--- src/rtl/msk_pkg.sv ---
// msk_pkg: helpers shared by the masked AND gadget files.
//   hpc2rnd(d)          fresh random bits one lane needs per operation (d*(d-1)/2)
//   pair_idx(i, j, d)   position of the random bit shared by share pair (i, j), i < j,
//                       inside one lane's randomness slice
//   share_base(l, d)    lowest bit of lane l in a lane-major sharing bus
//   rnd_base(l, d)      lowest bit of lane l in the randomness bus
package msk_pkg;

  function automatic int hpc2rnd(input int d);
    return (d * (d - 1)) / 2;
  endfunction

  // Pairs are enumerated row by row over the strict upper triangle:
  // (0,1) (0,2) .. (0,d-1) (1,2) .. (d-2,d-1).
  function automatic int pair_idx(input int i, input int j, input int d);
    return i * d - (i * (i + 1)) / 2 + (j - i - 1);
  endfunction

  function automatic int share_base(input int lane, input int d);
    return lane * d;
  endfunction

  function automatic int rnd_base(input int lane, input int d);
    return lane * hpc2rnd(d);
  endfunction

endpackage

--- src/rtl/msk_and_hpc2_lane.sv ---
// msk_and_hpc2_lane: one d-share HPC2 masked AND for a single bit.
//   clk  clock
//   en0  capture stage 0 (cycle where x and r are presented)
//   en1  capture stage 1 (cycle where y is presented)
//   x    latency-0 operand shares
//   y    latency-1 operand shares
//   r    fresh randomness, one bit per share pair
//   out  result shares, valid one cycle after the en1 capture
// CROSS=1 leaves out the inner-domain products x_i & y_i.
module msk_and_hpc2_lane
  import msk_pkg::*;
#(
  parameter int d     = 2,
  parameter int CROSS = 0
) (
  input  logic                  clk,
  input  logic                  en0,
  input  logic                  en1,
  input  logic [d-1:0]          x,
  input  logic [d-1:0]          y,
  input  logic [hpc2rnd(d)-1:0] r,
  output logic [d-1:0]          out
);

  // Symmetric view of the randomness: r_full[i][j] == r_full[j][i], zero diagonal.
  logic [d-1:0][d-1:0] r_full;
  logic [d-1:0][d-1:0] term;

  for (genvar i = 0; i < d; i++) begin : g_row
    for (genvar j = 0; j < d; j++) begin : g_col
      (* keep = "true" *) logic s_q;
      (* keep = "true" *) logic r_q;
      (* keep = "true" *) logic p_q;
      (* keep = "true" *) logic q_q;
      logic s_d;

      if (i == j) begin : g_diag
        assign r_full[i][j] = 1'b0;
        // Diagonal cell carries the inner-domain product: with r = 0 the
        // stage-1 terms reduce to y_i & x_i.
        assign s_d = (CROSS == 0) ? x[i] : 1'b0;
      end else begin : g_off
        if (i < j) begin : g_upper
          assign r_full[i][j] = r[pair_idx(i, j, d)];
        end else begin : g_lower
          assign r_full[i][j] = r[pair_idx(j, i, d)];
        end
        assign s_d = x[j] ^ r_full[i][j];
      end

      // Stage 0: masked cross term and its mask. Stage 1: the two products
      // are kept in separate registers so y_i never meets x_j ^ r and r in
      // the same combinational cone.
      always_ff @(posedge clk) begin
        if (en0) begin
          s_q <= s_d;
          r_q <= r_full[i][j];
        end
        if (en1) begin
          p_q <= ~y[i] & r_q;
          q_q <= y[i] & s_q;
        end
      end

      assign term[i][j] = p_q ^ q_q;
    end
  end

  // Share i only ever sums terms owned by share i.
  always_comb begin
    out = '0;
    for (int i = 0; i < d; i++) begin
      for (int j = 0; j < d; j++) begin
        out[i] = out[i] ^ term[i][j];
      end
    end
  end

endmodule

--- src/rtl/msk_and_hpc2_bus.sv ---
// msk_and_hpc2_bus: W parallel d-share HPC2 masked AND lanes, 2-cycle latency.
//   clk        clock, rising edge
//   rst        synchronous active-high reset
//   in_valid   ina (inb when SWAP=1) presented this cycle
//   in_ready   an operation can be accepted this cycle
//   ina, inb   operand sharings, bit i share j at index i*d+j
//   rnd        fresh randomness, hpc2rnd(d) bits per lane
//   rnd_valid  rnd is fresh this cycle
//   out        result sharing, same layout
//   out_valid  out holds a result this cycle
//   op_count   results delivered since reset, wraps at 16 bits
// Handshake: an operation is accepted in any cycle where in_valid and
// in_ready are both high; in_ready mirrors rnd_valid and is low during rst.
// The latency-1 operand must follow on the very next cycle with no handshake
// of its own, and the result appears two cycles after the accept with no
// back-pressure, so one accept per cycle streams without stalls.
module msk_and_hpc2_bus
  import msk_pkg::*;
#(
  parameter int d     = 2,
  parameter int W     = 8,
  parameter int SWAP  = 0,
  parameter int CROSS = 0
) (
  input  logic                    clk,
  input  logic                    rst,
  input  logic                    in_valid,
  output logic                    in_ready,
  input  logic [W*d-1:0]          ina,
  input  logic [W*d-1:0]          inb,
  input  logic [W*hpc2rnd(d)-1:0] rnd,
  input  logic                    rnd_valid,
  output logic [W*d-1:0]          out,
  output logic                    out_valid,
  output logic [15:0]             op_count
);

  localparam int R = hpc2rnd(d);

  logic           accept;
  logic           v1;
  logic           v2;
  logic [W*d-1:0] op_x;
  logic [W*d-1:0] op_y;

  assign in_ready = rnd_valid & ~rst;
  assign accept   = in_valid & in_ready;

  // Port-level exchange only; lanes always see x first and y one cycle later.
  assign op_x = (SWAP != 0) ? inb : ina;
  assign op_y = (SWAP != 0) ? ina : inb;

  // v1 gates the second-stage capture, so a latency-1 operand arriving
  // without an accept in the previous cycle leaves the datapath untouched.
  always_ff @(posedge clk) begin
    if (rst) begin
      v1       <= 1'b0;
      v2       <= 1'b0;
      op_count <= 16'd0;
    end else begin
      v1 <= accept;
      v2 <= v1;
      if (v2) begin
        op_count <= op_count + 16'd1;
      end
    end
  end

  assign out_valid = v2;

  for (genvar l = 0; l < W; l++) begin : g_lane
    msk_and_hpc2_lane #(
      .d     (d),
      .CROSS (CROSS)
    ) u_lane (
      .clk (clk),
      .en0 (accept),
      .en1 (v1),
      .x   (op_x[share_base(l, d) +: d]),
      .y   (op_y[share_base(l, d) +: d]),
      .r   (rnd[rnd_base(l, d) +: R]),
      .out (out[share_base(l, d) +: d])
    );
  end

endmodule

--- config.mk ---
export PLATFORM = sky130hd
export DESIGN_NAME = msk_and_hpc2_bus
export DESIGN_NICKNAME = d
export VERILOG_FILES = /design/src/rtl/msk_pkg.sv /design/src/rtl/msk_and_hpc2_lane.sv /design/src/rtl/msk_and_hpc2_bus.sv
export SDC_FILE = /design/constraint.sdc
export NUM_CORES = 1
export LEC_CHECK = 0
export CAP_MARGIN = 15
export CORE_MARGIN = 2
export CORE_UTILIZATION = 50
export CTS_BUF_LIST = sky130_fd_sc_hd__clkbuf_8
export CTS_CLUSTER_DIAMETER = 200
export CTS_CLUSTER_SIZE = 16
export DETAILED_ROUTE_END_ITERATION = 12
export GPL_TIMING_DRIVEN = 0
export PLACE_DENSITY = 0.81
export SYNTH_ARGS = -nofsm -noshare
export SYNTH_HDL_FRONTEND = slang
export SYNTH_HIERARCHICAL = 1
export SYNTH_SLANG_ARGS = --single-unit
--- constraint.sdc ---
create_clock -name clk -period 2.3 [get_ports clk]
set_clock_uncertainty 0.2 [all_clocks]
set_input_delay 0.23 -clock clk [delete_from_list [all_inputs] [get_ports clk]]
set_output_delay 0.23 -clock clk [all_outputs]
set_load 0.1 [all_outputs]
### After elaboration in Yosys (flattened, before gate mapping)

Index checks and enable logic that the tools add are counted.

| operators by class | value |
|---|---|
| $add $sub $neg | 1 |
| bitwise logic cells | 115 |

Operators by type and width:

| cell | number |
|---|---|
| $and A1 B1 Y1 | 50 |
| $xor A1 B1 Y1 | 48 |
| $not A1 Y1 | 17 |
| $add A16 B1 Y16 const B | 1 |

| word-level totals | value |
|---|---|
| flip-flop bits (word level) | 106 |
| bits of input ports | 44 |
| output and inout bits | 34 |
| logic and storage cells | 207 |

### Longest topological paths before layout

Gate-level depths: netlist (run 1).

| logic depth | value |
|---|---|
| depth after elaboration | 3 |
| gate-level depth with buffers | 5 |
| mapped depth without buffers | 4 |

### By module

Netlist (run 1), hierarchy kept.

By module, submodules not included:

| module | instances | cells an instance | area an instance (um^2) | seq. area each (um^2) |
|---|---|---|---|---|
| msk_and_hpc2_lane | 8 | 27 | 474.2 | 330.3 |
| msk_and_hpc2_bus | 1 | 90 | 820.8 | 360.3 |

### Worst setup path before layout (run 1)

OpenSTA, ideal clock, no wires.

| timing path | value |
|---|---|
| path type | input to register |
| start point | input port rst |
| end point | register g_lane[0].u_lane.g_row[0].g_col[0].s_q, enable pin |
| library setup time | 401 ps |
| arrival time | 2,955 ps |
| data required time | 1,699 ps |
| slack | -1,256 ps |
| cell stages on the path | 3 |
| path buffers | 1 |
| path through | clkbuf_1 > nor2b_1 > and2_1 |

| on the way | value |
|---|---|
| word-level cells in the longest chain between the ends | 3 |

RTL lines:

| element | line | RTL |
|---|---|---|
| start, declared | msk_and_hpc2_bus.sv:26 | `input logic rst,` |
| $not A1 Y1 | msk_and_hpc2_bus.sv:46 | `assign in_ready = rnd_valid & ~rst;` |
| $and A1 B1 Y1 | msk_and_hpc2_bus.sv:46 |  |
| via in_ready | msk_and_hpc2_bus.sv:28 | `output logic in_ready,` |
| $and A1 B1 Y1 | msk_and_hpc2_bus.sv:47 | `assign accept = in_valid & in_ready;` |
| via accept | msk_and_hpc2_bus.sv:40 | `logic accept;` |
| end signal, assigned | msk_and_hpc2_lane.sv:56 | `s_q <= s_d;` |
| end, declared | msk_and_hpc2_lane.sv:31 | `(* keep = "true" *) logic s_q;` |

The timed path passes the listed nets, and every way through them passes these cells.
A chain may end at the register's enable or synchronous reset.

### Final worst setup path (run 1)

| timing path | value |
|---|---|
| start point | input port rst |
| end point | output port in_ready |

| on the way | value |
|---|---|
| word-level cells in the longest chain between the ends | 2 |

RTL lines:

| element | line |
|---|---|
| $not A1 Y1 | msk_and_hpc2_bus.sv:46 |
| $and A1 B1 Y1 | msk_and_hpc2_bus.sv:46 |
| end, declared | msk_and_hpc2_bus.sv:28 |

No other way between the ends.

==> results by group, run 1 <==
Floorplanning
  • Site row count: 33
  • Starting Density: 51.9%
  • Core Region: 8260 um^2
  • Die Y: 96.6 um
  • Die ar.: 9320 um^2
  • I/O pins: 78
  • Die W: 96.6 um

Critical path
  • CP max stage delay: 510 ps
  • WP depth: 4
  • Worst setup SP type: primary input
  • CP max stage cell: clkdlybuf4s50_1
  • Buf/Inv on CP: 3
  • Family with the most delay on the worst path: buffers and inverters
  • Crit. End Element: output pin
  • Worst Path Arrival: 1770 ps
  • Worst endpoint required time: 1870 ps
  • CP Max Fanout: 10
  • Critical path cell sequence: clkdlybuf4s50_1 > clkbuf_1 > nor2b_4 > clkdlybuf4s15_2
  • Register-to-Register Path Depth: 4
  • Setup Crit Path Kind: in2out

Logic synthesis
  • Synthesized cell area: 4280 um^2
  • YS warnings: 6
  • Post-Syn Instances: 258
  • Avg Cell Area, Syn: 16.6 um^2
  • Syn_nets: 303

Routing
  • DR pass1 iterations: 4
  • Drt first-iter violations: 49
  • WL final: 6.84 mm
  • Vias per inst: 5.01
  • Via count: 2291
  • Detail Route Antenna Nets: 0
  • # DRC: 0
  • Wire per inst: 15.0 um

CTS
  • TritonCTS clock tree: built
  • Clk_lat worst skew: 360 ps
  • CTS H-tree depth: 3
  • Clock slew at reported path FFs: 100 ps
  • Post-CTS Setup Repair Bufs: 0
  • Sink Count: 106
  • CTS Buf Count: 9
  • Max Buffers Root-to-Sink: 2
  • Clk root buf: clkbuf_8

GRT
  • Overall Global Routing Usage: 15.5%
  • Initial antenna violation count: 0
  • Number of global-route vias before repair: 2300
  • Global-route wire length before repair: 10.7 mm
  • Grt ovf: 0
  • Pin count of the biggest net entering global routing: 46

Timing
  • Crit path time final: 2200 ps
  • Slew @ Worst Pin: 971 ps
  • RSZ-0062 raised after global routing: no
  • Slew Viols, Final: 0
  • Relative slew slack: 35.5%
  • Max Freq: 0.455 GHz
  • Final Cycle Share: 95.6%
  • Count of final setup violators: 0
  • Worst setup margin: 100 ps
  • Final hold violation count: 0

Final layout
  • Synthesis-to-layout area growth: 26.5%
  • Layout cells sized above 1: 16.5%
  • Post-route design area: 5420 um^2
  • Final #Nets: 392
  • Area of the multi-input gates: 1250 um^2
  • Fill count: 583
  • Diodes inserted: 0
  • Reg area: 3020 um^2

Pwr
  • Pleak: 2.06 nW
  • Peak VDD IR: 0.000326 V
  • PD cells: 641 nW/um^2
  • Design Power: 0.00347 W

Placement
  • Worst slack, placed: -451 ps
  • Dpl cell area: 5230 um^2
  • I/O Buffers: 77
  • Gp weighted congestion: 0.775
  • Post-DP HPWL: 4.72 mm

Flow run
  • Max Cap Violations: 0

Worst hold path
  • Worst Hold Class: in2reg
  • Hold Crit Depth: 2

Run status
  • Outcome: completed
## cells in the final DEF, fill, tap and decap left out, drive strengths merged, types with 2 or more instances in the layout
cell type / count
a21oi: 7
and2: 34
buf: 5
clkbuf: 10
clkdlybuf4s15: 17
clkdlybuf4s50: 43
clkinv: 4
clkinvlp: 2
dfxtp: 18
dlygate4sd2: 16
edfxtp: 88
inv: 3
mux2: 4
nand2: 4
nand3: 4
nand4: 5
nor2: 9
nor2b: 22
nor4: 4
o21ai: 3
o31ai: 4
or3: 3
or4: 4
xor2: 19
xor3: 16
## per-layer routing
| metal | part of all wire [%] | GRT usage (%) | wire (um) | vias up |
|---|---|---|---|---|
| li1 | - | - | - | 1113 |
| met1 | 40 | 18.1 | 2740 | 1102 |
| met2 | 52 | 26.7 | 3540 | 63 |
| met3 | 6.1 | 4.11 | 419 | 13 |
| met4 | 2.0 | 7.39 | 140 | 0 |
| met5 | 0 | 0 | 0 | - |
## registers in the layout, indices dropped and copies added (netlist names)
signal / count
g_lane.u_lane/g_row.g_col.p_q: 16
g_lane.u_lane/g_row.g_col.q_q: 32
g_lane.u_lane/g_row.g_col.r_q: 8
g_lane.u_lane/g_row.g_col.s_q: 32
op_count: 16
out_valid: 1
v1: 1
## layout make-up
type	instances	share of cell area [%]
buffer	5	0.577
clock buffer	9	2.28
clock inverter	7	1.20
inverter	2	0.138
multi-input combinational	145	23.1
sequential	106	55.6
tap	105	2.42
timing repair buffer	78	14.7
## where the power goes
part	switching [W]	internal, W	total, W	leakage, nW
Combinational	0.000136	0.000121	0.000257	0.945
Clock	0.000657	0.000412	0.00107	0.0901
Sequential	0.0000130	0.00213	0.00215	1.02
## stage by stage
| stage | instances | hold slack, ps | utilization [%] | setup TNS, ps |
|---|---|---|---|---|
| after floorplan | 258 | 129 | - | 0 |
| after global placement | 440 | 282 | 63.1 | -10480 |
| after detailed placement | 441 | 294 | 63.3 | -11530 |
| after CTS | 457 | 242 | 65.6 | 0 |
| after global routing | 457 | 248 | 65.7 | 0 |
| final | 457 | 249 | 65.7 | 0 |
## worst paths after layout
check | to | slack, ps | start
worst max-delay path | in_ready | 100 | rst
worst min-delay path | v1 | 250 | in_valid
worst max register to register | op_count[14] | 420 | op_count[0]
worst min register to register | op_count[6] | 300 | op_count[6]
## timing repair
action / in CTS / in global routing
resized for setup: 67 / 1
hold buffers: 0 / 0
setup endpoints to repair: 33 / 1
endpoints found under the hold margin: 0 / 0
(Power assumes the default switching activity.)
==> inputs of run 2 (changes only) <==
clock period = 2.4 ns   (was 2.3 ns; I/O delays follow)
==> run 2 against run 1 <==
Effect of this change: sequential share of layout area rose by 0.054 points; non-clock buffer count unchanged; clock-buffer cell count did not move; die area did not move; final area decreased by 0.35%; critical path type is now reg2out; largest power group unchanged; highest routed layer unchanged.
==> results by group, run 2 (synthesis gave the netlist of run 1 again) <==
Critical path
  • Family with the most delay on the worst path: buffers and inverters
  • Worst endpoint required time: 1960 ps
  • Worst Path Arrival: 1890 ps
  • CP max stage cell: clkdlybuf4s50_1
  • Critical path cell sequence: clkdlybuf4s50_1
  • Worst setup SP type: flop
  • Setup Crit Path Kind: reg2out
  • Crit. End Element: output pin
  • CP max stage delay: 1150 ps
  • Buf/Inv on CP: 1
  • CP Max Fanout: 4

CTS
  • # resized after CTS: 54
  • CTS H-tree depth: 3
  • Clk root buf: clkbuf_8
  • TritonCTS clock tree: built
  • Max Buffers Root-to-Sink: 2
  • Post-CTS Setup Repair Bufs: 0
  • CTS Buf Count: 9
  • CTS hold repair buffers: 0
  • Clk_lat worst skew: 350 ps
  • Clock slew at reported path FFs: 100 ps
  • Sink Count: 106

GRT
  • Pin count of the biggest net entering global routing: 41
  • GR peak layer: met2
  • Number of global-route vias before repair: 2264
  • M3 GR Usage: 3.72%
  • Grt ovf: 0
  • Overall Global Routing Usage: 15.1%
  • Global-route wire length before repair: 10.4 mm
  • Met1 Track Usage GR: 17.9%
  • Initial antenna violation count: 0
  • M2 GR Usage: 26.4%

Pwr
  • Pleak: 2.07 nW
  • Seq pwr share: 61.9%
  • Design Power: 0.00332 W
  • PD cells: 615 nW/um^2
  • Peak VDD IR: 0.000275 V
  • Clock power share: 30.7%
  • Net switching power: 0.000766 W
  • Switching Fraction: 23.0%
  • Gate power share: 7.4%
  • Int Pwr: 0.00256 W

Timing
  • Count of final setup violators: 0
  • Relative slew slack: 32.5%
  • Final hold violation count: 0
  • Crit path time final: 2330 ps
  • Hold Slack: 265 ps
  • RSZ-0062 raised after global routing: no
  • Max Freq: 0.429 GHz
  • Slew Viols, Final: 0
  • Slew @ Worst Pin: 1010 ps
  • Worst setup margin: 66.7 ps
  • Final Cycle Share: 97.2%

Routing
  • Drt first-iter violations: 60
  • WL final: 6.84 mm
  • # DRC: 0
  • Detail Route Antenna Nets: 0
  • Wire per inst: 15.0 um
  • Vias per inst: 5.01
  • Via count: 2288
  • DR pass1 iterations: 4

Final layout
  • Most common cell after layout, fill and taps aside: edfxtp_1
  • Most frequent cells in the layout: edfxtp_1 (88), clkdlybuf4s50_1 (49), and2_1 (33), nor2b_1 (21), xor2_1 (19)
  • Non-filler cells, final: 457
  • Diodes inserted: 0
  • Layout cells sized above 1: 14.5%
  • Synthesis-to-layout area growth: 26.1%
  • Final #Nets: 392
  • Biggest regs: g_lane.u_lane/g_row.g_col.q_q: 32 flops, g_lane.u_lane/g_row.g_col.s_q: 32 flops
  • Post-route design area: 5400 um^2

Placement
  • Post-DP HPWL: 4.80 mm
  • Gp weighted congestion: 0.799
  • Dpl cells: 441
  • I/O Buffers: 77
  • Dpl cell area: 5220 um^2
  • Worst slack, placed: -367 ps

Run status
  • Outcome: completed

Floorplanning
  • Starting Density: 51.9%
  • Core Region: 8260 um^2
  • Die ar.: 9320 um^2
  • I/O pins: 78
  • Die W: 96.6 um
  • Die Y: 96.6 um
  • Site row count: 33

Worst hold path
  • Worst Hold Class: in2reg

Flow run
  • Max Cap Violations: 0
## run 2: cell count changes in the layout (fill, tap and decap cells not counted), moves of 2 or more
cell             change
clkdlybuf4s50_1      +6
clkbuf_2             +4
clkdlybuf4s15_2      -4
dlygate4sd2_1        -9
inv_6                +2
dfxtp_1              +6
dfxtp_2              -6
dlymetal6s2s_1       +3
## run 2: worst paths after layout
path                       end    startpoint  slack [ps]  cells after the start
hold reg to reg   op_count[10]  op_count[10]         320                      2
setup / recovery   op_count[6]   op_count[6]          70                      1
hold / removal              v1      in_valid         260                      2
setup reg to reg  op_count[12]   op_count[0]         550                      4
## run 2: stage by stage
step	TNS (ps)	util (%)
finish	0	65.4
global route	0	65.4
CTS	0	65.5
detailed placement	-7540	63.2
global placement	-5850	63.0
floorplan	0	-
## run 2: power groups by stage
stage / Sequential, W / Combinational, W / Clock, W
floorplan: 0.00211 / 0.000112 / 0
global placement: 0.00211 / 0.000229 / 0
detailed placement: 0.00210 / 0.000249 / 0
CTS: 0.00206 / 0.000248 / 0.00106
global route: 0.00206 / 0.000263 / 0.00112
finish: 0.00206 / 0.000244 / 0.00102
## run 2: per-layer routing
layer  wire length (um)  vias up
met2               3580       55
li1                   -     1125
met3                395        4
met4                 46        0
met5                  0        -
met1               2810     1104
## run 2: area by class of cell
cell class | instances | area (um^2)
Sequential cell | 106 | 3010
Fill cell | 591 | 2860
Multi-Input combinational cell | 145 | 1250
Timing Repair Buffer | 78 | 788
Tap cell | 105 | 131
Clock buffer | 9 | 124
Clock inverter | 7 | 60.1
Buffer | 5 | 31.3
Inverter | 2 | 7.51
